===== src/rtl/pipe_ctrl_pkg.sv =====
// Shared latch-control encodings and FSM state type for the pipeline hazard controller.
package pipe_ctrl_pkg;

  localparam logic [1:0] CTR_RUN    = 2'b00;
  localparam logic [1:0] CTR_SQUASH = 2'b01;
  localparam logic [1:0] CTR_STALL  = 2'b10;
  localparam logic [1:0] CTR_BUBBLE = 2'b11;

  typedef enum logic {
    RUN = 1'b0,
    MUL = 1'b1
  } state_e;

endpackage


===== src/rtl/mul_stall_timer.sv =====
// RUN/MUL stall sequencer for multicycle EX ops; freeze holds state and count.
module mul_stall_timer
  import pipe_ctrl_pkg::*;
#(
  parameter int MUL_STALL = 3
) (
  input  logic clk,
  input  logic rst,
  input  logic ex_mul,
  input  logic freeze,
  output logic mulbusy
);

  localparam int CW = $clog2(MUL_STALL + 1);

  state_e        state_q, state_d;
  logic [CW-1:0] cnt_q, cnt_d;

  always_ff @(posedge clk or negedge rst) begin
    if (!rst) begin
      state_q <= RUN;
      cnt_q   <= '0;
    end else begin
      state_q <= state_d;
      cnt_q   <= cnt_d;
    end
  end

  always_comb begin
    state_d = state_q;
    cnt_d   = cnt_q;
    mulbusy = 1'b0;
    unique case (state_q)
      RUN: begin
        mulbusy = ex_mul;
        if (ex_mul && !freeze) begin
          state_d = MUL;
          cnt_d   = CW'(MUL_STALL - 1);
        end
      end
      MUL: begin
        // cnt==0 is the release cycle: ex_mul is ignored here.
        mulbusy = (cnt_q != '0);
        if (!freeze) begin
          if (cnt_q != '0) cnt_d = cnt_q - CW'(1);
          else             state_d = RUN;
        end
      end
      default: state_d = RUN;
    endcase
  end

endmodule


===== src/rtl/pipe_hazard_ctrl.sv =====
// 5-stage pipeline hazard controller: priority mux over memwait, mulbusy,
// mispredict and load-use, plus stall/flush performance counters.
module pipe_hazard_ctrl
  import pipe_ctrl_pkg::*;
#(
  parameter int MUL_STALL = 3,
  parameter int REG_W     = 5
) (
  input  logic             clk,
  input  logic             rst,
  input  logic [REG_W-1:0] id_rs1,
  input  logic [REG_W-1:0] id_rs2,
  input  logic             id_use_rs1,
  input  logic             id_use_rs2,
  input  logic [REG_W-1:0] ex_rd,
  input  logic             ex_is_load,
  input  logic             ex_mul,
  input  logic             ex_mispredict,
  input  logic             mem_req,
  input  logic             mem_ready,
  output logic [1:0]       ctr_ifid,
  output logic [1:0]       ctr_idex,
  output logic [1:0]       ctr_exmem,
  output logic [1:0]       ctr_memwb,
  output logic             pc_stall,
  output logic             pc_redirect,
  output logic [31:0]      perf_stall,
  output logic [31:0]      perf_flush
);

  logic        memwait, loaduse, mulbusy, flush_evt;
  logic [31:0] perf_stall_q, perf_stall_d, perf_flush_q, perf_flush_d;

  assign memwait = mem_req & ~mem_ready;
  assign loaduse = ex_is_load & (ex_rd != '0) &
                   ((id_use_rs1 & (id_rs1 == ex_rd)) | (id_use_rs2 & (id_rs2 == ex_rd)));

  mul_stall_timer #(.MUL_STALL(MUL_STALL)) u_timer (
    .clk     (clk),
    .rst     (rst),
    .ex_mul  (ex_mul),
    .freeze  (memwait),
    .mulbusy (mulbusy)
  );

  always_comb begin
    ctr_ifid    = CTR_RUN;
    ctr_idex    = CTR_RUN;
    ctr_exmem   = CTR_RUN;
    ctr_memwb   = CTR_RUN;
    pc_stall    = 1'b0;
    pc_redirect = 1'b0;
    flush_evt   = 1'b0;
    if (!rst) begin
      ctr_ifid  = CTR_SQUASH;
      ctr_idex  = CTR_SQUASH;
      ctr_exmem = CTR_SQUASH;
      ctr_memwb = CTR_SQUASH;
      pc_stall  = 1'b1;
    end else if (memwait) begin
      ctr_ifid  = CTR_STALL;
      ctr_idex  = CTR_STALL;
      ctr_exmem = CTR_STALL;
      ctr_memwb = CTR_SQUASH;
      pc_stall  = 1'b1;
    end else if (mulbusy) begin
      ctr_ifid  = CTR_STALL;
      ctr_idex  = CTR_STALL;
      ctr_exmem = CTR_SQUASH;
      pc_stall  = 1'b1;
    end else if (ex_mispredict) begin
      // ID holds a wrong-path instruction, so any load-use match is moot.
      ctr_ifid    = CTR_SQUASH;
      ctr_idex    = CTR_SQUASH;
      pc_redirect = 1'b1;
      flush_evt   = 1'b1;
    end else if (loaduse) begin
      ctr_ifid = CTR_STALL;
      ctr_idex = CTR_SQUASH;
      pc_stall = 1'b1;
    end
  end

  assign perf_stall_d = perf_stall_q + {31'b0, pc_stall};
  assign perf_flush_d = perf_flush_q + {31'b0, flush_evt};

  always_ff @(posedge clk or negedge rst) begin
    if (!rst) begin
      perf_stall_q <= '0;
      perf_flush_q <= '0;
    end else begin
      perf_stall_q <= perf_stall_d;
      perf_flush_q <= perf_flush_d;
    end
  end

  assign perf_stall = perf_stall_q;
  assign perf_flush = perf_flush_q;

endmodule


===== config.mk =====
export PLATFORM = sky130hd
export DESIGN_NAME = pipe_hazard_ctrl
export DESIGN_NICKNAME = d
export VERILOG_FILES = /design/src/rtl/pipe_ctrl_pkg.sv /design/src/rtl/mul_stall_timer.sv /design/src/rtl/pipe_hazard_ctrl.sv
export SDC_FILE = /design/constraint.sdc
export NUM_CORES = 1
export LEC_CHECK = 0
export CAP_MARGIN = 20
export CELL_PAD_IN_SITES_DETAIL_PLACEMENT = 0
export CELL_PAD_IN_SITES_GLOBAL_PLACEMENT = 1
export CORE_ASPECT_RATIO = 1.5
export CORE_UTILIZATION = 33
export CTS_CLUSTER_DIAMETER = 60
export DETAILED_ROUTE_END_ITERATION = 6
export PLACE_DENSITY = 0.82
export SLEW_MARGIN = 0
export SYNTH_ARGS = -nofsm -noshare
export SYNTH_HDL_FRONTEND = slang
export SYNTH_HIERARCHICAL = 1
export SYNTH_SLANG_ARGS = --single-unit
export TNS_END_PERCENT = 1

===== constraint.sdc =====
create_clock -name clk -period 2.55 [get_ports clk]
set_input_delay 0.255 -clock clk [delete_from_list [all_inputs] [get_ports clk]]
set_output_delay 0.255 -clock clk [all_outputs]
set_load 0.05 [all_outputs]

==> results of run 1 <==
[through the flow]
step	setup TNS [ns]	setup WS, ns	cells	area [sq um]	utilization (%)
floorplan	-4.355	-0.2498	293	3301	-
global placement	-5.912	-0.3502	527	4609	47.84
detailed placement	-7.639	-0.4487	527	4609	47.84
CTS	-0.002073	-0.002073	544	4921	51.08
global route	-0.4354	-0.1064	544	4982	51.71
finish	0	0.1172	544	4982	51.71
[report_power, final]
part / total, mW / internal (mW) / switching, mW / leakage, nW
clock network: 1.19 / 0.763 / 0.427 / 0.146
logic: 1.19 / 0.488 / 0.698 / 1.24
registers: 1.35 / 1.18 / 0.172 / 0.883
total: 3.73 / 2.43 / 1.30 / 2.27
[sequential cells by signal (all words and copies together) (netlist names)]
name             count
perf_flush          32
perf_stall          32
u_timer/cnt_q        2
u_timer/state_q      1
[cells by family (layout without fill, tap and decap cells)]
group	after synthesis	after routing	share of synthesized area (%)
other cells	1	1	0.1151
flops	67	67	51.46
compound gates	10	10	2.458
mux	1	1	0.3072
simple gates	124	124	23.08
xor+xnor	70	70	18.82
buf+inv	15	151	1.843
fa+ha+maj	5	5	1.920
[synth_stat cells (all sizes together) (2+ instances only)]
cell type,n
dfrtp,67
xnor2,39
xor2,31
nand2,21
nand3,21
nand4,18
and3,13
inv,13
nor2,12
nor3,9
and4,8
nor4,8
and2,5
ha,5
nand2b,2
nor4b,2
o21ai,2
[final timing paths]
kind	from	to	slack, ns	cells after the start
min in group clk	perf_flush[31]	perf_flush[31]	0.46	1
max in group asynchronous	rst	perf_flush[17]	1.40	3
worst min-delay path	rst	perf_flush[0]	0.35	2
worst max register to register	u_timer/cnt_q[0]	perf_flush[28]	0.12	11
worst max-delay path	u_timer/cnt_q[0]	perf_flush[28]	0.12	11
worst min register to register	perf_flush[31]	perf_flush[31]	0.46	1
[final cells by class]
type | count | share of cell area, %
clock inverter | 1 | 0.1005
multi-input combinational | 211 | 32.60
sequential | 67 | 33.65
inverter | 13 | 0.9794
tap | 115 | 2.888
timing repair buffer | 122 | 24.01
clock buffer | 15 | 5.776
[critical path: cells and delay by family, from the launching register on]
| kind | cells | cell delay [ns] |
|---|---|---|
| xor+xnor | 1 | 0.18 |
| fa+ha+maj | 3 | 0.54 |
| buf+inv | 1 | 0.11 |
| flops | 1 | 0.40 |
| mux | 1 | 0.09 |
| simple gates | 5 | 1.06 |
[routing by layer]
metal | routed length [um] | global-route usage, % | up-vias
li1 | - | - | 1293
met1 | 3320 | 19.01 | 1308
met2 | 3964 | 27.87 | 74
met3 | 376 | 4.241 | 11
met4 | 138 | 8.082 | 0
met5 | 0 | 0 | -
[repair_timing]
| item | in CTS | in global routing |
|---|---|---|
| hold buffers | 1 | 0 |
| pin swaps | 3 | 4 |
| cloned | 0 | 0 |
| buffers inserted | 0 | 0 |
| endpoints found under the setup margin | 10 | 37 |
| gates resized for setup | 3 | 12 |
| endpoints found under the hold margin | 2 | 0 |
==> impl_metrics.toml, run 1 <==
[run]
drv_cap = 0

[sta]
fmaxAchievable_mhz = 411.0
post_route_fraction_of_the_period_consumed_by_the_critical_path_pct = 95.41
worst_hold_slack_ns = 0.3509
finalHoldViolCount = 0
setup_viol_count_final = 0
grt_setup_unrepaired = "true"
final-max-slew-violation-count = 0
worst_slew_pin_slew_ns = 0.5992
fin_skew_ns = 0.003464
max-slew-margin-rel_pct = 60.05
finalWorstPathRequiredPeriod_ns = 2.433

[worst_setup_path]
timing.critical_path.fanout_max = 6
arrival_ns = 2.68
crit_path_cell_trace = "inv_1 > ha_4 > mux2i_1 > nor2_1 > and3_2 > ha_2 > ha_2 > and3_4 > nand3_2 > nor4_1 > xor2_1"
cpPeakStageDelay_ns = 0.40
timing.critical_path.from_type = "flop"
crit_top_cell = "sky130_fd_sc_hd__ha_2"
worst_ep_required_time_ns = 2.80
cp-end-kind = "flop"
timing_worst_setup_path_type = "reg2reg"
crit_path_top_delay_cell = "sky130_fd_sc_hd__dfrtp_1"

[global_routing]
global_route.usage.total_pct = 16.29
antenna_found_initial = 0
sum_of_overflow_across_all_layers_after_global_routing = 0
grt_max_degree = 67
grt_pass1_vias = 2774
grt_first_pass_wirelength_um = 13240

[power_and_ir_drop]
vdd_ir_drop_max_mv = 0.5007
design_power_total_mw = 3.728
p_per_area_nw_per_um2 = 748.3
leakage_nw = 2.266

[hold_path]
min-delay-path-class = "in2async"

[detailed_routing]
drt_iter0_drc = 74
detail_route.vias_per_cell = 4.938
drt_drc_violations_left = 0
vias = 2686
postRouteWirelength_um = 7799
post_route_antenna_net_violation_count = 0
drt-pass1-iter-count = 4
wl_per_cell_um = 14.34

[floorplan]
fp.dieW_um = 83.13
core-area_sq_um = 9634
die_height_um = 123.7
rows = 44
dieArea_sq_um = 10280
design.portCount = 98
floorplan.initialDensity_pct = 33.82

[final_layout]
most_frequent_cells_in_the_layout = "sky130_fd_sc_hd__clkdlybuf4s50_1, sky130_fd_sc_hd__dfrtp_1, sky130_fd_sc_hd__xnor2_1"
final-seq-area_sq_um = 1677
drive_gt1_share_pct = 16.32
layout.nets = 453
area_of_the_multi_input_gates_sq_um = 1624
flow.area_growth_from_synthesis_pct = 52.92
final_common_cell = "sky130_fd_sc_hd__clkdlybuf4s50_1"
antennaDiodeCount = 0
fillCellCount = 848

[clock_network]
max-clock-path-buffers = 2
clkSlewWorstSetupHoldPaths_ns = 0.05
cts.sink_count = 67
tritoncts = "yes"
cts_buffers = 9
clk_latency_ns = 0.33
cts.root.buffer_cell = "sky130_fd_sc_hd__clkbuf_16"
cts_max_level = 3

[synthesis]
synthCells = 293
ys_seq_elements = 67
synth_edf_count = 0
synthesis.yosys.warnings = 6
synth_top_cells_by_area = "sky130_fd_sc_hd__dfrtp_1, sky130_fd_sc_hd__xnor2_1, sky130_fd_sc_hd__xor2_1, sky130_fd_sc_hd__nand3_1, sky130_fd_sc_hd__nand4_1"
post_synthesis_net_count = 322
ys_seq_area_share_pct = 51.46
average_footprint_of_a_synthesized_cell_sq_um = 11.12
netlist_area_before_placement_sq_um = 3258
synth_top_area_share_pct = 51.46
async_flop_share_pct = 100.0
yosysUniqueCellTypes = 40
synth_flop_cell = "sky130_fd_sc_hd__dfrtp_1"
yosysTopAreaCell = "sky130_fd_sc_hd__dfrtp_1"

[placed_design]
io_buffers = 96
dp.final_hpwl_um = 5726
gpl.final_weighted_congestion = 0.7561

[outcome]
status = "finished, final reports clean"
(Power assumes the default switching activity.)
==> run 2: changes to the inputs <==
--- a/config.mk
+++ b/config.mk
@@ -9,10 +9,11 @@
 export CELL_PAD_IN_SITES_DETAIL_PLACEMENT = 0
 export CELL_PAD_IN_SITES_GLOBAL_PLACEMENT = 1
 export CORE_ASPECT_RATIO = 1.5
-export CORE_UTILIZATION = 33
+export CORE_UTILIZATION = 44
 export CTS_CLUSTER_DIAMETER = 60
 export DETAILED_ROUTE_END_ITERATION = 6
-export PLACE_DENSITY = 0.82
+export DONT_BUFFER_PORTS = 1
+export PLACE_DENSITY = 0.81
 export SLEW_MARGIN = 0
 export SYNTH_ARGS = -nofsm -noshare
 export SYNTH_HDL_FRONTEND = slang
==> impl_metrics.toml, run 2 (same netlist as run 1, synthesis figures left out) <==
[outcome]
status = "finished, final reports clean"

[final_layout]
drive_gt1_share_pct = 25.68
flow.area_growth_from_synthesis_pct = 27.53
layout.nets = 390
most_frequent_cells_in_the_layout = "sky130_fd_sc_hd__dfrtp_1, sky130_fd_sc_hd__buf_4, sky130_fd_sc_hd__xnor2_1"
finish.utilization_pct = 57.88
antennaDiodeCount = 0
final_common_cell = "sky130_fd_sc_hd__dfrtp_1"

[worst_setup_path]
cpPeakStageDelay_ns = 0.40
cp-end-kind = "flop"
ff2ff_setup_slack_ns = 0.17
critical_path.reg2reg.endpoint = "perf_flush[20]"
crit_path_cell_trace = "inv_1 > ha_1 > mux2i_1 > nor2_1 > and3_2 > ha_2 > ha_2 > and3_4 > nand3_4 > buf_4 > nor3_1 > xor2_1"
timing_worst_setup_path_type = "reg2reg"
worst_ep_required_time_ns = 2.81
arrival_ns = 2.64
worstReg2RegStart = "u_timer/cnt_q[0]"
crit_path_top_delay_cell = "sky130_fd_sc_hd__dfrtp_1"
timing.critical_path.from_type = "flop"
worst-r2r-cell-count = 12
timing.critical_path.fanout_max = 4
crit_top_cell = "sky130_fd_sc_hd__ha_2"

[sta]
finalHoldViolCount = 0
grt_setup_unrepaired = "true"
fin_skew_ns = 0.006942
worst_hold_slack_ns = 0.04744
setup_ws_ns = 0.1700
fmaxAchievable_mhz = 420.2
final-max-slew-violation-count = 0
post_route_fraction_of_the_period_consumed_by_the_critical_path_pct = 93.33
max-slew-margin-rel_pct = 41.46
finalWorstPathRequiredPeriod_ns = 2.380
worst_slew_pin_slew_ns = 0.8748
finalSetupTns_ns = 0
setup_viol_count_final = 0

[power_and_ir_drop]
leakage_nw = 2.021
p_per_area_nw_per_um2 = 791.8
vdd_ir_drop_max_mv = 0.8141
design_power_total_mw = 3.290

[global_routing]
grt_max_degree = 68
antenna_found_initial = 0
sum_of_overflow_across_all_layers_after_global_routing = 0
grt_pass1_vias = 2385
global_route.usage.total_pct = 18.54
grt_first_pass_wirelength_um = 11070

[clock_network]
cts_max_level = 3
tritoncts = "yes"
cts_buffers = 9
cts.sink_count = 67
post_cts_setup_driven_buffer_insertion_count = 0
clkSlewWorstSetupHoldPaths_ns = 0.07
clk_latency_ns = 0.34
cts.root.buffer_cell = "sky130_fd_sc_hd__clkbuf_8"
max-clock-path-buffers = 2

[run]
drv_cap = 0

[floorplan]
die_height_um = 107.4
core-area_sq_um = 7179
design.portCount = 98
rows = 38
floorplan.initialDensity_pct = 45.38
dieArea_sq_um = 7760
fp.dieW_um = 72.26

[detailed_routing]
drt-pass1-iter-count = 4
wl_per_cell_um = 14.98
detail_route.vias_per_cell = 5.221
post_route_antenna_net_violation_count = 0
postRouteWirelength_um = 6982
vias = 2433
drt_drc_violations_left = 0
drt_iter0_drc = 101

[hold_path]
min_delay_path_depth = 1
min-delay-path-class = "in2reg"
worst_hold_path.endpoint = "u_timer/state_q"
hp-start = "ex_mul"

[placed_design]
pre_cts_slack_ns = -0.05277
gpl.final_weighted_congestion = 0.7465
dp.final_hpwl_um = 4957
io_buffers = 0
[run 2: cell types whose count changed in the layout (fill, tap and decap cells not counted), moves of 2 or more]
cell / change
sky130_fd_sc_hd__buf_6: -2
sky130_fd_sc_hd__clkdlybuf4s50_1: -86
sky130_fd_sc_hd__clkbuf_16: -9
sky130_fd_sc_hd__clkbuf_8: +8
sky130_fd_sc_hd__nor3_2: -2
sky130_fd_sc_hd__buf_12: -4
sky130_fd_sc_hd__buf_4: +29
sky130_fd_sc_hd__nor3_1: +2
[run 2: cell type report]
type	instances	area (sq um)
multi-input cells	211	1633
repair buffers	59	465.4
flip-flops and latches	67	1677
well taps	100	125.1
fillers	618	3024
clock buffers	15	176.4
clock inverters	1	30.03
inverters	13	48.80
[run 2: how the worst max path moves through the flow]
stage	start	to	slack, ns
final	u_timer/cnt_q[0]	perf_flush[20]	0.17
after global routing	u_timer/cnt_q[0]	perf_flush[20]	-0.05
after CTS	u_timer/cnt_q[0]	perf_flush[25]	0.02
after detailed placement	ex_rd[0]	perf_stall[27]	-0.05
after global placement	u_timer/cnt_q[0]	perf_flush[20]	0.1
after floorplan	ex_rd[2]	ctr_ifid[1]	-0.25
[run 2: per-stage QoR]
stage / instance area (sq um) / cells
detailed placement: 3850 / 448
global placement: 3850 / 448
finish: 4155 / 466
global route: 4155 / 466
CTS: 4094 / 466
floorplan: 3301 / 293
[run 2: where the power goes]
part	switching (mW)	leakage [nW]	internal (mW)
Sequential	0.0560	0.883	1.18
Clock	0.386	0.104	0.534
Combinational	0.769	1.03	0.368
Total	1.21	2.02	2.08
[run 2: metal layers]
| metal | part of all wire [%] | wire [um] | track usage, % | vias to the layer above |
|---|---|---|---|---|
| li1 | - | - | - | 1162 |
| met1 | 40 | 2762 | 19.08 | 1178 |
| met2 | 52 | 3606 | 33.04 | 82 |
| met3 | 6.9 | 480 | 5.993 | 11 |
| met4 | 1.9 | 133 | 9.104 | 0 |
| met5 | 0 | 0 | 0 | - |
[run 2: critical path, delay by kind of cell (launching register included)]
kind | cells | cell delay (ns)
simple gates | 5 | 0.86
fa+ha+maj | 3 | 0.57
flops | 1 | 0.40
buf+inv | 2 | 0.23
xor+xnor | 1 | 0.16
mux | 1 | 0.09
[run 2: repair_timing]
| item | CTS | global route |
|---|---|---|
| resized for setup | 0 | 13 |
| endpoints found under the setup margin | 0 | 24 |
| hold endpoints to repair | 67 | 0 |
| hold buffers | 2 | 0 |
